File: config.mk
export PLATFORM = sky130hd
export DESIGN_NAME = jk_drive_check_flat
export DESIGN_NICKNAME = d
export VERILOG_FILES = /design/src/rtl/jk_drive_check_if.sv /design/src/rtl/jk_drive_check.sv /design/src/flat_wrapper.sv
export SDC_FILE = /design/constraint.sdc
export NUM_CORES = 1
export LEC_CHECK = 0
export ABC_CLOCK_PERIOD_IN_PS = 4420
export CAP_MARGIN = 20
export CORE_AREA = 2 2 66 68
export CTS_CLUSTER_DIAMETER = 200
export CTS_CLUSTER_SIZE = 10
export DETAILED_ROUTE_END_ITERATION = 7
export DIE_AREA = 0 0 68 70
export PLACE_DENSITY = 0.83
export SKIP_LAST_GASP = 1
export SLEW_MARGIN = 20
export SYNTH_ARGS = -nofsm -noshare
export SYNTH_HDL_FRONTEND = slang
export SYNTH_SLANG_ARGS = --single-unit
File: constraint.sdc
create_clock -name clk -period 4.42 [get_ports clk]
set_input_delay 0.884 -clock clk [delete_from_list [all_inputs] [get_ports clk]]
set_output_delay 0.884 -clock clk [all_outputs]
set_load 0.03 [all_outputs]
File: src/rtl/jk_drive_check_if.sv
// Bundle of the driver/checker's run-control, flop-drive and result signals.
// JK_DRV_ABORT_EN adds the abort request line.
interface jk_drive_check_if #(
  parameter int PAT_LEN = 8,
  parameter int CW      = 8
);
  localparam int IW = (PAT_LEN > 1) ? $clog2(PAT_LEN) : 1;

  logic                 start;
  logic [2*PAT_LEN-1:0] pattern;
  logic                 q_dut;
  logic                 j;
  logic                 k;
  logic                 dut_clr;
  logic                 busy;
  logic                 done;
  logic                 pass;
  logic [CW-1:0]        err_cnt;
  logic [IW-1:0]        first_err_idx;
`ifdef JK_DRV_ABORT_EN
  logic                 abort;

  modport master (
    output start, pattern, q_dut, abort,
    input  j, k, dut_clr, busy, done, pass, err_cnt, first_err_idx
  );
  modport slave (
    input  start, pattern, q_dut, abort,
    output j, k, dut_clr, busy, done, pass, err_cnt, first_err_idx
  );
`else
  modport master (
    output start, pattern, q_dut,
    input  j, k, dut_clr, busy, done, pass, err_cnt, first_err_idx
  );
  modport slave (
    input  start, pattern, q_dut,
    output j, k, dut_clr, busy, done, pass, err_cnt, first_err_idx
  );
`endif
endinterface

File: src/rtl/jk_drive_check.sv
// Drives a loaded J/K pattern into an external JK flop and checks its Q against a model.
// Optional feature macro: JK_DRV_ABORT_EN (adds abort input on the interface).
module jk_drive_check #(
  parameter int PAT_LEN    = 8,
  parameter int CLR_CYCLES = 2,
  parameter int CW         = 8
) (
  input logic             clk,
  input logic             reset,
  jk_drive_check_if.slave bus
);
  localparam int IW   = (PAT_LEN > 1) ? $clog2(PAT_LEN) : 1;
  localparam int MAXC = (PAT_LEN > CLR_CYCLES) ? PAT_LEN : CLR_CYCLES;
  localparam int CNTW = $clog2(MAXC + 2);

  typedef enum logic [2:0] {
    S_IDLE,
    S_CLR,
    S_RUN,
    S_DRAIN,
    S_DONE
  } state_t;

  state_t                   state_q, state_d;
  logic [PAT_LEN-1:0][1:0]  shadow_q, shadow_d;
  logic [CNTW-1:0]          cnt_q, cnt_d;
  logic                     j_q, j_d;
  logic                     k_q, k_d;
  logic                     clr_q, clr_d;
  logic                     done_q, done_d;
  logic                     pass_q, pass_d;
  logic [CW-1:0]            err_q, err_d;
  logic [IW-1:0]            fidx_q, fidx_d;
  logic                     q_exp_q, q_exp_d;
  logic                     drv_vld_q, drv_vld_d;
  logic [IW-1:0]            drv_idx_q, drv_idx_d;
  logic                     cmp_vld_q, cmp_vld_d;
  logic [IW-1:0]            cmp_idx_q, cmp_idx_d;
  logic                     aborted_q, aborted_d;
  logic [1:0]               step_code;

  assign step_code = shadow_q[cnt_q[IW-1:0]];

  always_ff @(posedge clk or negedge reset) begin
    if (!reset) begin
      state_q   <= S_IDLE;
      shadow_q  <= '0;
      cnt_q     <= '0;
      j_q       <= 1'b0;
      k_q       <= 1'b0;
      clr_q     <= 1'b0;
      done_q    <= 1'b0;
      pass_q    <= 1'b0;
      err_q     <= '0;
      fidx_q    <= '0;
      q_exp_q   <= 1'b0;
      drv_vld_q <= 1'b0;
      drv_idx_q <= '0;
      cmp_vld_q <= 1'b0;
      cmp_idx_q <= '0;
      aborted_q <= 1'b0;
    end else begin
      state_q   <= state_d;
      shadow_q  <= shadow_d;
      cnt_q     <= cnt_d;
      j_q       <= j_d;
      k_q       <= k_d;
      clr_q     <= clr_d;
      done_q    <= done_d;
      pass_q    <= pass_d;
      err_q     <= err_d;
      fidx_q    <= fidx_d;
      q_exp_q   <= q_exp_d;
      drv_vld_q <= drv_vld_d;
      drv_idx_q <= drv_idx_d;
      cmp_vld_q <= cmp_vld_d;
      cmp_idx_q <= cmp_idx_d;
      aborted_q <= aborted_d;
    end
  end

  always_comb begin
    state_d   = state_q;
    shadow_d  = shadow_q;
    cnt_d     = cnt_q;
    j_d       = 1'b0;
    k_d       = 1'b0;
    clr_d     = 1'b0;
    done_d    = 1'b0;
    pass_d    = pass_q;
    err_d     = err_q;
    fidx_d    = fidx_q;
    aborted_d = aborted_q;
    drv_vld_d = 1'b0;
    drv_idx_d = drv_idx_q;
    // Two-stage tag: a step drives at t, the flop updates at t+1, compare at t+2.
    cmp_vld_d = drv_vld_q;
    cmp_idx_d = drv_idx_q;

    unique case ({j_q, k_q})
      2'b00:   q_exp_d = q_exp_q;
      2'b01:   q_exp_d = 1'b0;
      2'b10:   q_exp_d = 1'b1;
      default: q_exp_d = ~q_exp_q;
    endcase

    if (cmp_vld_q && (bus.q_dut != q_exp_q)) begin
      if (err_q != '1) err_d = err_q + 1'b1;
      if (err_q == '0) fidx_d = cmp_idx_q;
    end

    unique case (state_q)
      S_IDLE: begin
        if (bus.start) begin
          shadow_d  = bus.pattern;
          err_d     = '0;
          pass_d    = 1'b0;
          fidx_d    = '0;
          cnt_d     = '0;
          clr_d     = 1'b1;
          aborted_d = 1'b0;
          state_d   = S_CLR;
        end
      end
      S_CLR: begin
        q_exp_d = 1'b0;
        if (cnt_q == CNTW'(CLR_CYCLES - 1)) begin
          cnt_d   = '0;
          state_d = S_RUN;
        end else begin
          cnt_d = cnt_q + 1'b1;
          clr_d = 1'b1;
        end
      end
      S_RUN: begin
        j_d       = step_code[1];
        k_d       = step_code[0];
        drv_vld_d = 1'b1;
        drv_idx_d = cnt_q[IW-1:0];
        if (cnt_q == CNTW'(PAT_LEN - 1)) begin
          cnt_d   = '0;
          state_d = S_DRAIN;
        end else begin
          cnt_d = cnt_q + 1'b1;
        end
      end
      S_DRAIN: begin
        if (cnt_q == CNTW'(1)) begin
          cnt_d   = '0;
          state_d = S_DONE;
        end else begin
          cnt_d = cnt_q + 1'b1;
        end
      end
      S_DONE: begin
        done_d  = 1'b1;
        pass_d  = (err_q == '0) && !aborted_q;
        state_d = S_IDLE;
      end
      default: state_d = S_IDLE;
    endcase

`ifdef JK_DRV_ABORT_EN
    // Abort drops any in-flight compares so nothing is counted after the run ends.
    if (bus.abort && (state_q == S_CLR || state_q == S_RUN || state_q == S_DRAIN)) begin
      state_d   = S_DONE;
      j_d       = 1'b0;
      k_d       = 1'b0;
      clr_d     = 1'b0;
      cnt_d     = '0;
      drv_vld_d = 1'b0;
      cmp_vld_d = 1'b0;
      aborted_d = 1'b1;
    end
`endif
  end

  assign bus.j             = j_q;
  assign bus.k             = k_q;
  assign bus.dut_clr       = clr_q;
  assign bus.busy          = (state_q == S_CLR) || (state_q == S_RUN) || (state_q == S_DRAIN);
  assign bus.done          = done_q;
  assign bus.pass          = pass_q;
  assign bus.err_cnt       = err_q;
  assign bus.first_err_idx = fidx_q;
endmodule
File: src/flat_wrapper.sv
// flat-port wrapper written by rule: the top's interface ports become plain ports
module jk_drive_check_flat 
#(
  parameter int PAT_LEN    = 8,
  parameter int CLR_CYCLES = 2,
  parameter int CW         = 8
)
  (clk, reset, bus_start, bus_pattern, bus_q_dut, bus_j, bus_k, bus_dut_clr, bus_busy, bus_done, bus_pass, bus_err_cnt, bus_first_err_idx);
  jk_drive_check_if #(.PAT_LEN(PAT_LEN), .CW(CW)) bus_i ();
  input logic clk;
  input logic reset;
  input wire logic [$bits(bus_i.start)-1:0] bus_start;
  input wire logic [$bits(bus_i.pattern)-1:0] bus_pattern;
  input wire logic [$bits(bus_i.q_dut)-1:0] bus_q_dut;
  output wire logic [$bits(bus_i.j)-1:0] bus_j;
  output wire logic [$bits(bus_i.k)-1:0] bus_k;
  output wire logic [$bits(bus_i.dut_clr)-1:0] bus_dut_clr;
  output wire logic [$bits(bus_i.busy)-1:0] bus_busy;
  output wire logic [$bits(bus_i.done)-1:0] bus_done;
  output wire logic [$bits(bus_i.pass)-1:0] bus_pass;
  output wire logic [$bits(bus_i.err_cnt)-1:0] bus_err_cnt;
  output wire logic [$bits(bus_i.first_err_idx)-1:0] bus_first_err_idx;
  assign bus_i.start = bus_start;
  assign bus_i.pattern = bus_pattern;
  assign bus_i.q_dut = bus_q_dut;
  assign bus_j = bus_i.j;
  assign bus_k = bus_i.k;
  assign bus_dut_clr = bus_i.dut_clr;
  assign bus_busy = bus_i.busy;
  assign bus_done = bus_i.done;
  assign bus_pass = bus_i.pass;
  assign bus_err_cnt = bus_i.err_cnt;
  assign bus_first_err_idx = bus_i.first_err_idx;
  jk_drive_check #(.PAT_LEN(PAT_LEN), .CLR_CYCLES(CLR_CYCLES), .CW(CW)) u_core (.clk(clk), .reset(reset), .bus(bus_i));
endmodule
==> results.json <==
{
  "grt-ovfl-total": 0,
  "worst_pin_slew_ns": 0.906,
  "cap_violations": 0,
  "path_class": "flop to primary output",
  "async_flop_share": 1.00,
  "core_region_area_um2": 4140,
  "diodes": 0,
  "initial_core_util": 0.542,
  "cts_resized": 0,
  "drc": 0,
  "wire_per_inst_um": 13.3,
  "final_area_um2": 2740,
  "synthCells": 220,
  "ys_types": 41,
  "power_frac_clock": 0.155,
  "numCtsBuffers": 5,
  "grt_max_degree": 49,
  "hold_path_end": "u_core.cmp_vld_q$_DFF_PN0_",
  "syn_nets": 246,
  "synth-edff-count": 0,
  "cts_sinks": 48,
  "drive_gt1_frac": 0.0895,
  "cts_hold_buf": 0,
  "portBuffers": 36,
  "cts_tree": "yes",
  "setup_viol": 0,
  "power_density_nw_per_um2": 620,
  "chipWidth_um": 68,
  "hpwlAfterDp_um": 2950,
  "finalNonFillerCells": 309,
  "synth_flop_cell": "dfrtp_1",
  "dp.cells": 300,
  "grt_pass1_vias": 1725,
  "arrival_ns": 1.72,
  "p_sw_mw": 0.651,
  "period_share": 0.588,
  "setup_slack_ns": 1.82,
  "cts_root_buf": "clkbuf_8",
  "ir_drop_v": 0.000359,
  "finClkSkew_ns": 0.00803,
  "fin_crit_ns": 2.60,
  "worst_setup_path_start_kind": "flop",
  "ys_warn_count": 0,
  "slew-limit-headroom": 0.394,
  "synth_top_area_share": 0.535,
  "rr_worst_depth": 4,
  "fmax_ghz": 0.385,
  "cts_buffer_depth": 2,
  "clk_pin_slew_ns": 0.09,
  "avgSynthCellArea_um2": 10.2,
  "antenna_found_initial": 0,
  "hold_start": "u_core.cmp_vld_d$_DFF_PN0_",
  "p_int_mw": 1.05,
  "drt-total-wl_um": 4110,
  "p_sw_frac": 0.384,
  "cp-end-kind": "primary output",
  "dpl_cell_area_um2": 2630,
  "fp.dieH_um": 70,
  "drt-initial-drc-count": 58,
  "dieArea_um2": 4760,
  "routabilityCongestion": 0.857,
  "ant_nets": 0,
  "firstDrtPassIters": 4,
  "vias": 1637,
  "crit_fanout": 8,
  "synth_seq_cells": 48,
  "fp-row-count": 24,
  "grt_pass1_wl_um": 7370,
  "comb_power_share": 0.410,
  "clock_latency_ns": 0.30,
  "yosysSeqAreaShare": 0.535,
  "grt_usage": 0.204,
  "synthTopCellsByArea": "dfrtp_1 53%, nand2_1 11%, mux4_2 4.0%",
  "hold_class": "flop to flop",
  "pre_cts_ws_ns": 1.78,
  "hold_violations": 0,
  "htreeDepth": 2,
  "worstPathRequired_ns": 3.54,
  "timing.rr.start": "u_core.state_q[1]$_DFFE_PN0P_",
  "rrSetupSlack_ns": 2.55,
  "outcome": "finished, final reports clean",
  "pin_count": 37,
  "fin_nets": 282,
  "avgViaCountPerCell": 5.30,
  "rsz0062_at_grt": "no",
  "p_leak_nw": 1.27,
  "p_seq_frac": 0.435,
  "synth_area_um2": 2250,
  "p_total_mw": 1.70,
  "slew_violations": 0,
  "r2r-end": "u_core.bus.err_cnt[1]$_DFF_PN0_",
  "synthToLayoutAreaGrowth_pct": 21.7,
  "holdPathStages": 0,
  "postCtsSetupRepairBufs": 0,
  "tns_ns": 0,
  "synth.largest_area_cell": "dfrtp_1"
}
==> cell type report <==
cell class,count,area (um2)
Fill cell,337,1410
Sequential cell,48,1200
Multi-Input combinational cell,155,961
Timing Repair Buffer,37,369
Clock buffer,6,82.6
Tap cell,52,65.1
Inverter,9,46.3
Clock inverter,2,10.0
==> logic make-up (layout without fill, tap and decap cells) <==
kind of cell,count (synthesis),count (layout),synth area share
adder cells (fa/ha/maj),6,6,0.0334
flip-flops,48,48,0.535
buffers and inverters,17,54,0.0418
AND/OR/NAND/NOR,107,107,0.229
AO/OA/AOI/OAI,30,30,0.0880
XOR/XNOR,4,4,0.0156
multiplexers,8,8,0.0579
==> worst max-delay path by stage <==
stage,from,slack [ns],endpoint
after floorplan,u_core.state_q[0]$_DFFE_PN0P_,2.62,bus_busy
after global placement,bus_start,1.85,u_core.bus.err_cnt[1]$_DFF_PN0_
after detailed placement,bus_start,1.78,u_core.shadow_q[5]$_DFFE_PN0P_
after CTS,u_core.state_q[1]$_DFFE_PN0P_,1.81,bus_busy
after global routing,u_core.state_q[1]$_DFFE_PN0P_,1.72,bus_busy
final,u_core.state_q[1]$_DFFE_PN0P_,1.82,bus_busy
==> cells in the final DEF, fill, tap and decap left out, types with 2 or more instances in the layout <==
cell	synthesis	routed
nand4_1	2	2
mux4_2	4	4
nor3b_1	3	3
nor4_1	2	2
clkbuf_8	0	6
a21oi_1	5	5
xnor2_1	2	2
a31oi_1	5	5
nor3b_2	2	2
nand2b_1	2	2
o22ai_1	2	2
xor2_1	2	2
ha_1	6	6
nor2_1	12	12
dfrtp_1	48	48
nand2_1	66	66
and3_1	2	2
nand3b_1	2	2
o21ai_0	11	11
nand3_1	5	5
clkinv_2	0	2
clkdlybuf4s50_1	0	35
inv_1	8	8
mux2i_1	4	4
==> per-layer routing <==
layer  GRT usage  vias to the layer above  wire [um]
met1       0.243                      776       1710
met2       0.347                       40       2150
met5           0                        -          0
met3      0.0580                        7        189
met4      0.0667                        0         65
li1            -                      814          -
==> registers in the layout (all words and copies together), names as in the netlist <==
name,cells
u_core.cmp_idx_d,3
u_core.bus.first_err_idx,3
u_core.shadow_q,16
u_core.cmp_vld_d,1
u_core.bus.dut_clr,1
u_core.bus.err_cnt,8
u_core.cmp_vld_q,1
u_core.bus.pass,1
u_core.q_exp_q,1
u_core.cmp_idx_q,3
u_core.bus.done,1
u_core.state_q,3
u_core.bus.k,1
u_core.cnt_q,4
u_core.bus.j,1
==> power groups by stage <==
stage,clock network (mW),registers (mW),logic [mW]
after floorplan,0,0.755,0.482
after global placement,0,0.742,0.671
after detailed placement,0,0.747,0.696
after CTS,0.271,0.739,0.699
after global routing,0.291,0.762,0.782
final,0.264,0.738,0.695
==> worst max-delay path: stages (launching register included) <==
cell             delay (ns)
dfrtp_1                0.52
nor2_1                 0.12
nor2_1                 0.10
clkdlybuf4s50_1        0.67
==> through the flow <==
step           hold slack, ns  utilization
2_1_floorplan           0.331            -
3_3_place_gp            0.334        0.634
3_5_place_dp            0.335        0.634
4_1_cts                 0.355        0.657
5_1_grt                 0.369        0.660
6_report                0.354        0.660
==> synthesized netlist by cell type (2+ instances only) <==
cell type,number
nand2_1,66
o22ai_1,2
mux4_2,4
nand3b_1,2
nor2_1,12
nor4_1,2
xor2_1,2
mux2i_1,4
nor3b_1,3
ha_1,6
a21oi_1,5
buf_2,5
a31oi_1,5
nor4b_2,2
nand2b_1,2
nand3_1,5
nand4_1,2
nor3b_2,2
xnor2_1,2
and3_1,2
inv_1,8
o21ai_0,11
dfrtp_1,48
No activity file was read; power rests on OpenSTA's default activity.
